===== src/rtl/fp_wb_arbiter.sv =====
// fp_wb_arbiter: writeback arbiter for the FP register file.
//
// Merges three result producers onto the two register-file write ports:
//   - FPU pipe (fixed latency, no backpressure) always owns port 1 when valid.
//   - LSU load returns and DIV/SQRT results (valid/ready) are buffered in
//     per-source FIFOs and issued onto whichever ports are free.
// Same-cycle writes to one address are never issued: a FIFO head whose
// address matches the concurrent FPU result is held back a cycle.
//
// Parameters:
//   DATA_W      FP register width
//   FIFO_DEPTH  entries per buffered source (power of two, >= 2)
//
// Ports:
//   clk, rst_n                          clock, synchronous active-low reset
//   fpu_valid/fpu_addr/fpu_data         FPU result (no stall)
//   lsu_valid/lsu_ready/lsu_addr/lsu_data  load return handshake
//   div_valid/div_ready/div_addr/div_data  div/sqrt handshake
//   we0/waddr0/wdata0, we1/waddr1/wdata1   registered register-file writes
//   wb_done_mask                        per-register write strobe, aligned
//                                       with we0/we1; present only when
//                                       FP_WB_DONE_MASK_EN is defined

module fp_wb_arbiter_fifo #(
    parameter int unsigned DATA_W     = 16,
    parameter int unsigned FIFO_DEPTH = 2
) (
    input  logic              clk,
    input  logic              rst_n,
    input  logic              push,
    input  logic [4:0]        push_addr,
    input  logic [DATA_W-1:0] push_data,
    input  logic              pop,
    output logic              ready,
    output logic              not_empty,
    output logic [4:0]        head_addr,
    output logic [DATA_W-1:0] head_data
);
    localparam int unsigned PTR_W = $clog2(FIFO_DEPTH);
    localparam int unsigned CNT_W = PTR_W + 1;
    localparam logic [CNT_W-1:0] FULL = CNT_W'(FIFO_DEPTH);

    logic [4:0]        mem_addr [FIFO_DEPTH];
    logic [DATA_W-1:0] mem_data [FIFO_DEPTH];
    logic [PTR_W-1:0]  wr_ptr;
    logic [PTR_W-1:0]  rd_ptr;
    logic [CNT_W-1:0]  count;

    // Ready depends only on the registered count.
    assign ready     = (count < FULL);
    assign not_empty = (count != '0);
    assign head_addr = mem_addr[rd_ptr];
    assign head_data = mem_data[rd_ptr];

    always_ff @(posedge clk) begin
        if (push) begin
            mem_addr[wr_ptr] <= push_addr;
            mem_data[wr_ptr] <= push_data;
        end
    end

    always_ff @(posedge clk) begin
        if (!rst_n) begin
            wr_ptr <= '0;
            rd_ptr <= '0;
            count  <= '0;
        end else begin
            if (push) wr_ptr <= wr_ptr + 1'b1;
            if (pop)  rd_ptr <= rd_ptr + 1'b1;
            case ({push, pop})
                2'b10:   count <= count + 1'b1;
                2'b01:   count <= count - 1'b1;
                default: count <= count;
            endcase
        end
    end
endmodule

module fp_wb_arbiter #(
    parameter int unsigned DATA_W     = 16,
    parameter int unsigned FIFO_DEPTH = 2
) (
    input  logic              clk,
    input  logic              rst_n,
    input  logic              fpu_valid,
    input  logic [4:0]        fpu_addr,
    input  logic [DATA_W-1:0] fpu_data,
    input  logic              lsu_valid,
    output logic              lsu_ready,
    input  logic [4:0]        lsu_addr,
    input  logic [DATA_W-1:0] lsu_data,
    input  logic              div_valid,
    output logic              div_ready,
    input  logic [4:0]        div_addr,
    input  logic [DATA_W-1:0] div_data,
    output logic              we0,
    output logic [4:0]        waddr0,
    output logic [DATA_W-1:0] wdata0,
    output logic              we1,
    output logic [4:0]        waddr1,
    output logic [DATA_W-1:0] wdata1
`ifdef FP_WB_DONE_MASK_EN
    ,
    output logic [31:0]       wb_done_mask
`endif
);
    typedef enum logic {RR_LSU, RR_DIV} rr_t;

    rr_t               rr_q, rr_d;
    logic              lsu_ne, div_ne, lsu_pop, div_pop;
    logic [4:0]        lsu_haddr, div_haddr;
    logic [DATA_W-1:0] lsu_hdata, div_hdata;
    logic              lsu_elig, div_elig;
    logic              g0_lsu, g0_div, g1_div;
    logic              we0_d, we1_d;
    logic [4:0]        waddr0_d, waddr1_d;
    logic [DATA_W-1:0] wdata0_d, wdata1_d;

    fp_wb_arbiter_fifo #(.DATA_W(DATA_W), .FIFO_DEPTH(FIFO_DEPTH)) u_lsu_fifo (
        .clk       (clk),
        .rst_n     (rst_n),
        .push      (lsu_valid && lsu_ready),
        .push_addr (lsu_addr),
        .push_data (lsu_data),
        .pop       (lsu_pop),
        .ready     (lsu_ready),
        .not_empty (lsu_ne),
        .head_addr (lsu_haddr),
        .head_data (lsu_hdata)
    );

    fp_wb_arbiter_fifo #(.DATA_W(DATA_W), .FIFO_DEPTH(FIFO_DEPTH)) u_div_fifo (
        .clk       (clk),
        .rst_n     (rst_n),
        .push      (div_valid && div_ready),
        .push_addr (div_addr),
        .push_data (div_data),
        .pop       (div_pop),
        .ready     (div_ready),
        .not_empty (div_ne),
        .head_addr (div_haddr),
        .head_data (div_hdata)
    );

    // A head colliding with the concurrent FPU write is deferred, which also
    // guarantees port 0 never matches the FPU's port-1 address.
    assign lsu_elig = lsu_ne && !(fpu_valid && (lsu_haddr == fpu_addr));
    assign div_elig = div_ne && !(fpu_valid && (div_haddr == fpu_addr));

    always_comb begin
        g0_lsu = 1'b0;
        g0_div = 1'b0;
        g1_div = 1'b0;
        rr_d   = rr_q;
        if (lsu_elig && div_elig) begin
            if (!fpu_valid && (lsu_haddr != div_haddr)) begin
                g0_lsu = 1'b1;
                g1_div = 1'b1;
            end else if (rr_q == RR_LSU) begin
                g0_lsu = 1'b1;
                rr_d   = RR_DIV;
            end else begin
                g0_div = 1'b1;
                rr_d   = RR_LSU;
            end
        end else if (lsu_elig) begin
            g0_lsu = 1'b1;
        end else if (div_elig) begin
            g0_div = 1'b1;
        end
    end

    assign lsu_pop = g0_lsu;
    assign div_pop = g0_div || g1_div;

    always_comb begin
        we0_d    = g0_lsu || g0_div;
        waddr0_d = '0;
        wdata0_d = '0;
        if (g0_lsu) begin
            waddr0_d = lsu_haddr;
            wdata0_d = lsu_hdata;
        end else if (g0_div) begin
            waddr0_d = div_haddr;
            wdata0_d = div_hdata;
        end
        we1_d    = fpu_valid || g1_div;
        waddr1_d = '0;
        wdata1_d = '0;
        if (fpu_valid) begin
            waddr1_d = fpu_addr;
            wdata1_d = fpu_data;
        end else if (g1_div) begin
            waddr1_d = div_haddr;
            wdata1_d = div_hdata;
        end
    end

    always_ff @(posedge clk) begin
        if (!rst_n) begin
            rr_q   <= RR_LSU;
            we0    <= 1'b0;
            waddr0 <= '0;
            wdata0 <= '0;
            we1    <= 1'b0;
            waddr1 <= '0;
            wdata1 <= '0;
        end else begin
            rr_q   <= rr_d;
            we0    <= we0_d;
            waddr0 <= waddr0_d;
            wdata0 <= wdata0_d;
            we1    <= we1_d;
            waddr1 <= waddr1_d;
            wdata1 <= wdata1_d;
        end
    end

`ifdef FP_WB_DONE_MASK_EN
    logic [31:0] mask_d;

    always_comb begin
        mask_d = '0;
        if (we0_d) mask_d[waddr0_d] = 1'b1;
        if (we1_d) mask_d[waddr1_d] = 1'b1;
    end

    always_ff @(posedge clk) begin
        if (!rst_n) wb_done_mask <= '0;
        else        wb_done_mask <= mask_d;
    end
`endif
endmodule


===== config.mk =====
export PLATFORM = sky130hd
export DESIGN_NAME = fp_wb_arbiter
export DESIGN_NICKNAME = d
export VERILOG_FILES = /design/src/rtl/fp_wb_arbiter.sv
export SDC_FILE = /design/constraint.sdc
export NUM_CORES = 1
export LEC_CHECK = 0
export CAP_MARGIN = 25
export CORE_MARGIN = 2
export CORE_UTILIZATION = 50
export DETAILED_ROUTE_END_ITERATION = 7
export GPL_ROUTABILITY_DRIVEN = 1
export HOLD_SLACK_MARGIN = 0.15
export PLACE_DENSITY = 0.79
export REMOVE_ABC_BUFFERS = 1
export SLEW_MARGIN = 15
export SYNTH_ARGS = -nofsm -noshare
export SYNTH_HDL_FRONTEND = slang
export SYNTH_SLANG_ARGS = --single-unit
export TNS_END_PERCENT = 5

===== constraint.sdc =====
create_clock -name clk -period 3.17 [get_ports clk]
set_input_delay 0.951 -clock clk [delete_from_list [all_inputs] [get_ports clk]]
set_output_delay 0.951 -clock clk [all_outputs]
set_load 0.02 [all_outputs]

==> impl_table.tex <==
\begin{tabular}{lr}
\hline
Metric & Value \\
\hline
\multicolumn{2}{l}{\textbf{Pwr}} \\
\quad Share of power burned in combinational logic & 0.293 \\
\quad Design internal power & 4590 uW \\
\quad Share of total power in the clock network & 0.336 \\
\quad Total power & 6490 uW \\
\quad Leakage power figure & 0.00260 uW \\
\quad VDD IR-drop max & 0.000502 V \\
\quad Net switching power & 1910 uW \\
\quad Switching fraction of total power & 0.293 \\
\quad Flop pwr share & 0.370 \\
\quad Power Dens Cells & 887 mW/mm\^{}2 \\
\multicolumn{2}{l}{\textbf{Drt}} \\
\quad Detail-routed net length per standard cell & 19.2 um \\
\quad Initial detailed-routing violation count & 185 \\
\quad Post-route ant nets & 0 \\
\quad First-pass DRT Iterations & 4 \\
\quad Total via count in the routed design & 3494 \\
\quad Total wire length after detailed routing & 12400 um \\
\quad Detailed-route vias per instance & 5.41 \\
\quad DRC violations left & 0 \\
\multicolumn{2}{l}{\textbf{Floorplanning}} \\
\quad Effective utilization at floorplan & 0.512 \\
\quad Number of rows created at floorplan & 37 \\
\quad Die area & 0.0113 mm\^{}2 \\
\quad Height of the die & 106 um \\
\quad I/O pin total & 114 \\
\quad Die outline width & 106 um \\
\quad Area of the core & 0.0102 mm\^{}2 \\
\multicolumn{2}{l}{\textbf{Clock tree}} \\
\quad H-tree levels & 4 \\
\quad Hold\_buf cts & 0 \\
\quad TritonCTS clock tree & yes \\
\quad Clock latency reported for the late side of the worst-skew pair & 0.51 ns \\
\quad TritonCTS Sinks & 139 \\
\quad Clk Tree Root Cell & clkbuf\_8 \\
\quad Post\_cts resized & 0 \\
\quad Setup bufs post-CTS & 0 \\
\quad CTS clock-pin slew for the worst setup and hold paths & 0.06 ns \\
\quad Cts bufs inserted & 17 \\
\quad Number of buffers between clock root and the deepest sink & 2 \\
\multicolumn{2}{l}{\textbf{Yosys}} \\
\quad Area contributors post-synth & edfxtp\_1, dfxtp\_1, mux2i\_1 \\
\quad Synth Warn \# & 0 \\
\quad Share of the yosys chip area belonging to registers & 0.691 \\
\quad EDFF count, synth & 84 \\
\quad Per-instance average area after synthesis & 14.7 um\^{}2 \\
\quad Post-Synthesis Cells & 356 \\
\quad Netlist area before placement & 0.00524 mm\^{}2 \\
\quad Cell type with the highest aggregate area in the netlist & edfxtp\_1 \\
\quad Synth cell types & 39 \\
\quad Most instantiated flip-flop cell in the synthesis netlist & edfxtp\_1 \\
\quad Share of Yosys cell area claimed by the top area cell type & 0.481 \\
\quad Post-synth ARST share & 0 \\
\quad Most instantiated library cell after synthesis & edfxtp\_1 \\
\quad Commonest cells in the netlist & edfxtp\_1, dfxtp\_1, nand2\_1, mux2i\_1, o21ai\_0 \\
\quad Number of storage elements in the synthesis netlist & 139 \\
\multicolumn{2}{l}{\textbf{Timing}} \\
\quad Max Slew Vio Count & 0 \\
\quad Skew final & 0.00730 ns \\
\quad RSZ-0062 raised after global routing & no \\
\quad Normalized max-slew margin & 0.633 \\
\quad Highest clock frequency the design can meet & 343 MHz \\
\quad Ratio of final minimum period to clock period & 0.920 \\
\quad Transition time at the pin with the least slew margin & 0.535 ns \\
\quad Total setup violations reported at the end of the flow & 0 \\
\quad Minimum clock period after layout & 2.92 ns \\
\quad Final-report hold violation count & 0 \\
\quad Fin Setup TNS & 0 ns \\
\multicolumn{2}{l}{\textbf{Outcome}} \\
\quad Status & complete, no violations \\
\multicolumn{2}{l}{\textbf{Finish}} \\
\quad Number of antenna cells inserted & 0 \\
\quad Nets@finish & 567 \\
\quad Final instance area & 0.00733 mm\^{}2 \\
\quad Relative area change from synthesis to final layout & 39.8\% \\
\quad Utilization after layout & 0.716 \\
\quad Share of cells above drive strength 1 & 0.176 \\
\multicolumn{2}{l}{\textbf{Global routing}} \\
\quad Total track usage & 0.228 \\
\quad First-pass GRT wire length & 19300 um \\
\quad Vias in the first global route & 3795 \\
\quad Grt ovf & 0 \\
\quad Maximum number of pins on one net before global-route repair & 36 \\
\quad Number of antenna violations at the first check in global routing & 0 \\
\multicolumn{2}{l}{\textbf{Critical path}} \\
\quad Element type at the critical path end & flip-flop \\
\quad Required time worst endpoint & 3.59 ns \\
\quad List of cells traversed by the critical path & mux2i\_1 -> xnor2\_1 -> nor4\_4 -> a21oi\_2 -> a31oi\_2 -> ha\_1 -> or3\_1 -> a21boi\_0 \\
\quad Endpoint arrival time on the critical path & 3.34 ns \\
\quad Crit path largest cell delay & 0.64 ns \\
\quad Critical-path top delay cell & dfxtp\_1 \\
\quad Crit start category & flip-flop \\
\quad Worst Setup Path Type & reg -> reg \\
\quad Worst-path fanout max & 8 \\
\multicolumn{2}{l}{\textbf{Place}} \\
\quad Port Buffers & 113 \\
\quad Area after detailed placement & 0.00667 mm\^{}2 \\
\quad HPWL after detailed placement & 8640 um \\
\quad Placer congestion estimate & 0.865 \\
\multicolumn{2}{l}{\textbf{Run}} \\
\quad Number of max-cap violations & 0 \\
\multicolumn{2}{l}{\textbf{Hold path}} \\
\quad Startpoint of the tightest hold check path & u\_div\_fifo.rd\_ptr \\
\quad Kind of path behind the tightest hold check & reg -> reg \\
\hline
\end{tabular}
[logic make-up after synthesis]
family | after synthesis | synth area share
flip-flops | 139 | 0.692
AND/OR/NAND/NOR | 66 | 0.0604
AO/OA/AOI/OAI | 63 | 0.0977
multiplexers | 46 | 0.0924
buffers and inverters | 21 | 0.0215
XOR/XNOR | 19 | 0.0318
adder cells (fa/ha/maj) | 2 | 0.00477
[worst paths after layout]
| path | slack (ns) | endpoint | cells after the start |
|---|---|---|---|
| max | 0.25 | u_div_fifo.count[1] | 8 |
| min reg2reg | 0.49 | flip-flop | 2 |
| min | 0.49 | flip-flop | 2 |
| max reg2reg | 0.25 | u_div_fifo.count[1] | 8 |
[per-layer routing]
| layer | track usage | wire, um | up-vias |
|---|---|---|---|
| met4 | 0.0855 | 240 | 0 |
| met5 | 0 | 0 | - |
| met1 | 0.267 | 4940 | 1707 |
| met3 | 0.0760 | 977 | 18 |
| li1 | - | - | 1613 |
| met2 | 0.390 | 6230 | 156 |
[cell type report]
type                            instances  area (um^2)
Timing Repair Buffer                  139         1340
Clock buffer                           18          418
Sequential cell                       139         3620
Inverter                                4         15.0
Tap cell                              136          170
Clock inverter                         14          241
Fill cell                             671         2910
Multi-Input combinational cell        196         1520
[flip-flops by register name (all words and copies together) (netlist names), 2 cells and up, named ones only]
register             flops
waddr1                   5
u_lsu_fifo.mem_data     32
u_div_fifo.mem_addr     10
u_lsu_fifo.count         2
wdata1                  16
u_div_fifo.mem_data     32
u_div_fifo.count         2
u_lsu_fifo.mem_addr     10
waddr0                   5
wdata0                  16
[placed cells by master, fill, tap and decap left out, drive strengths merged]
cell and instances:
a31oi 4, xnor2 11, mux2i 30, dfxtp 55, o21a 3, o21ai 23
o22ai 1, ha 2, nand2 42, a21o 1, nor2 4, and3 2
bufinv 6, o32ai 21, a21boi 4, buf 26, clkbuf 18, and2 5
nor4 2, nand4 1, mux2 16, xor2 8, o211ai 1, nand2b 7
o22a 1, nor3 1, clkinv 6, clkdlybuf4s50 113, edfxtp 84, a31o 1
a21oi 2, o311ai 1, inv 6, or3 2
[power by group through the flow]
stage	combinational (uW)	sequential, uW	clock (uW)
final	1900	2410	2180
after CTS	1910	2410	2200
after detailed placement	1890	2440	0
after floorplan	833	2610	0
after global routing	2030	2430	2280
after global placement	1840	2420	0
[critical path, delay by kind of cell (launching register included)]
| family | cells | cell delay [ns] |
|---|---|---|
| AND/OR/NAND/NOR | 2 | 0.71 |
| flip-flops | 1 | 0.64 |
| AO/OA/AOI/OAI | 3 | 0.53 |
| multiplexers | 1 | 0.51 |
| adder cells (fa/ha/maj) | 1 | 0.27 |
| XOR/XNOR | 1 | 0.17 |
[metrics by stage]
stage	worst slack, ns	instances	hold WS [ns]
detailed placement	-0.0187	614	0.475
global route	0.0667	646	0.502
finish	0.254	646	0.485
CTS	0.230	646	0.484
floorplan	0.0365	339	0.452
global placement	0.0173	614	0.455
(Power assumes the default switching activity.)
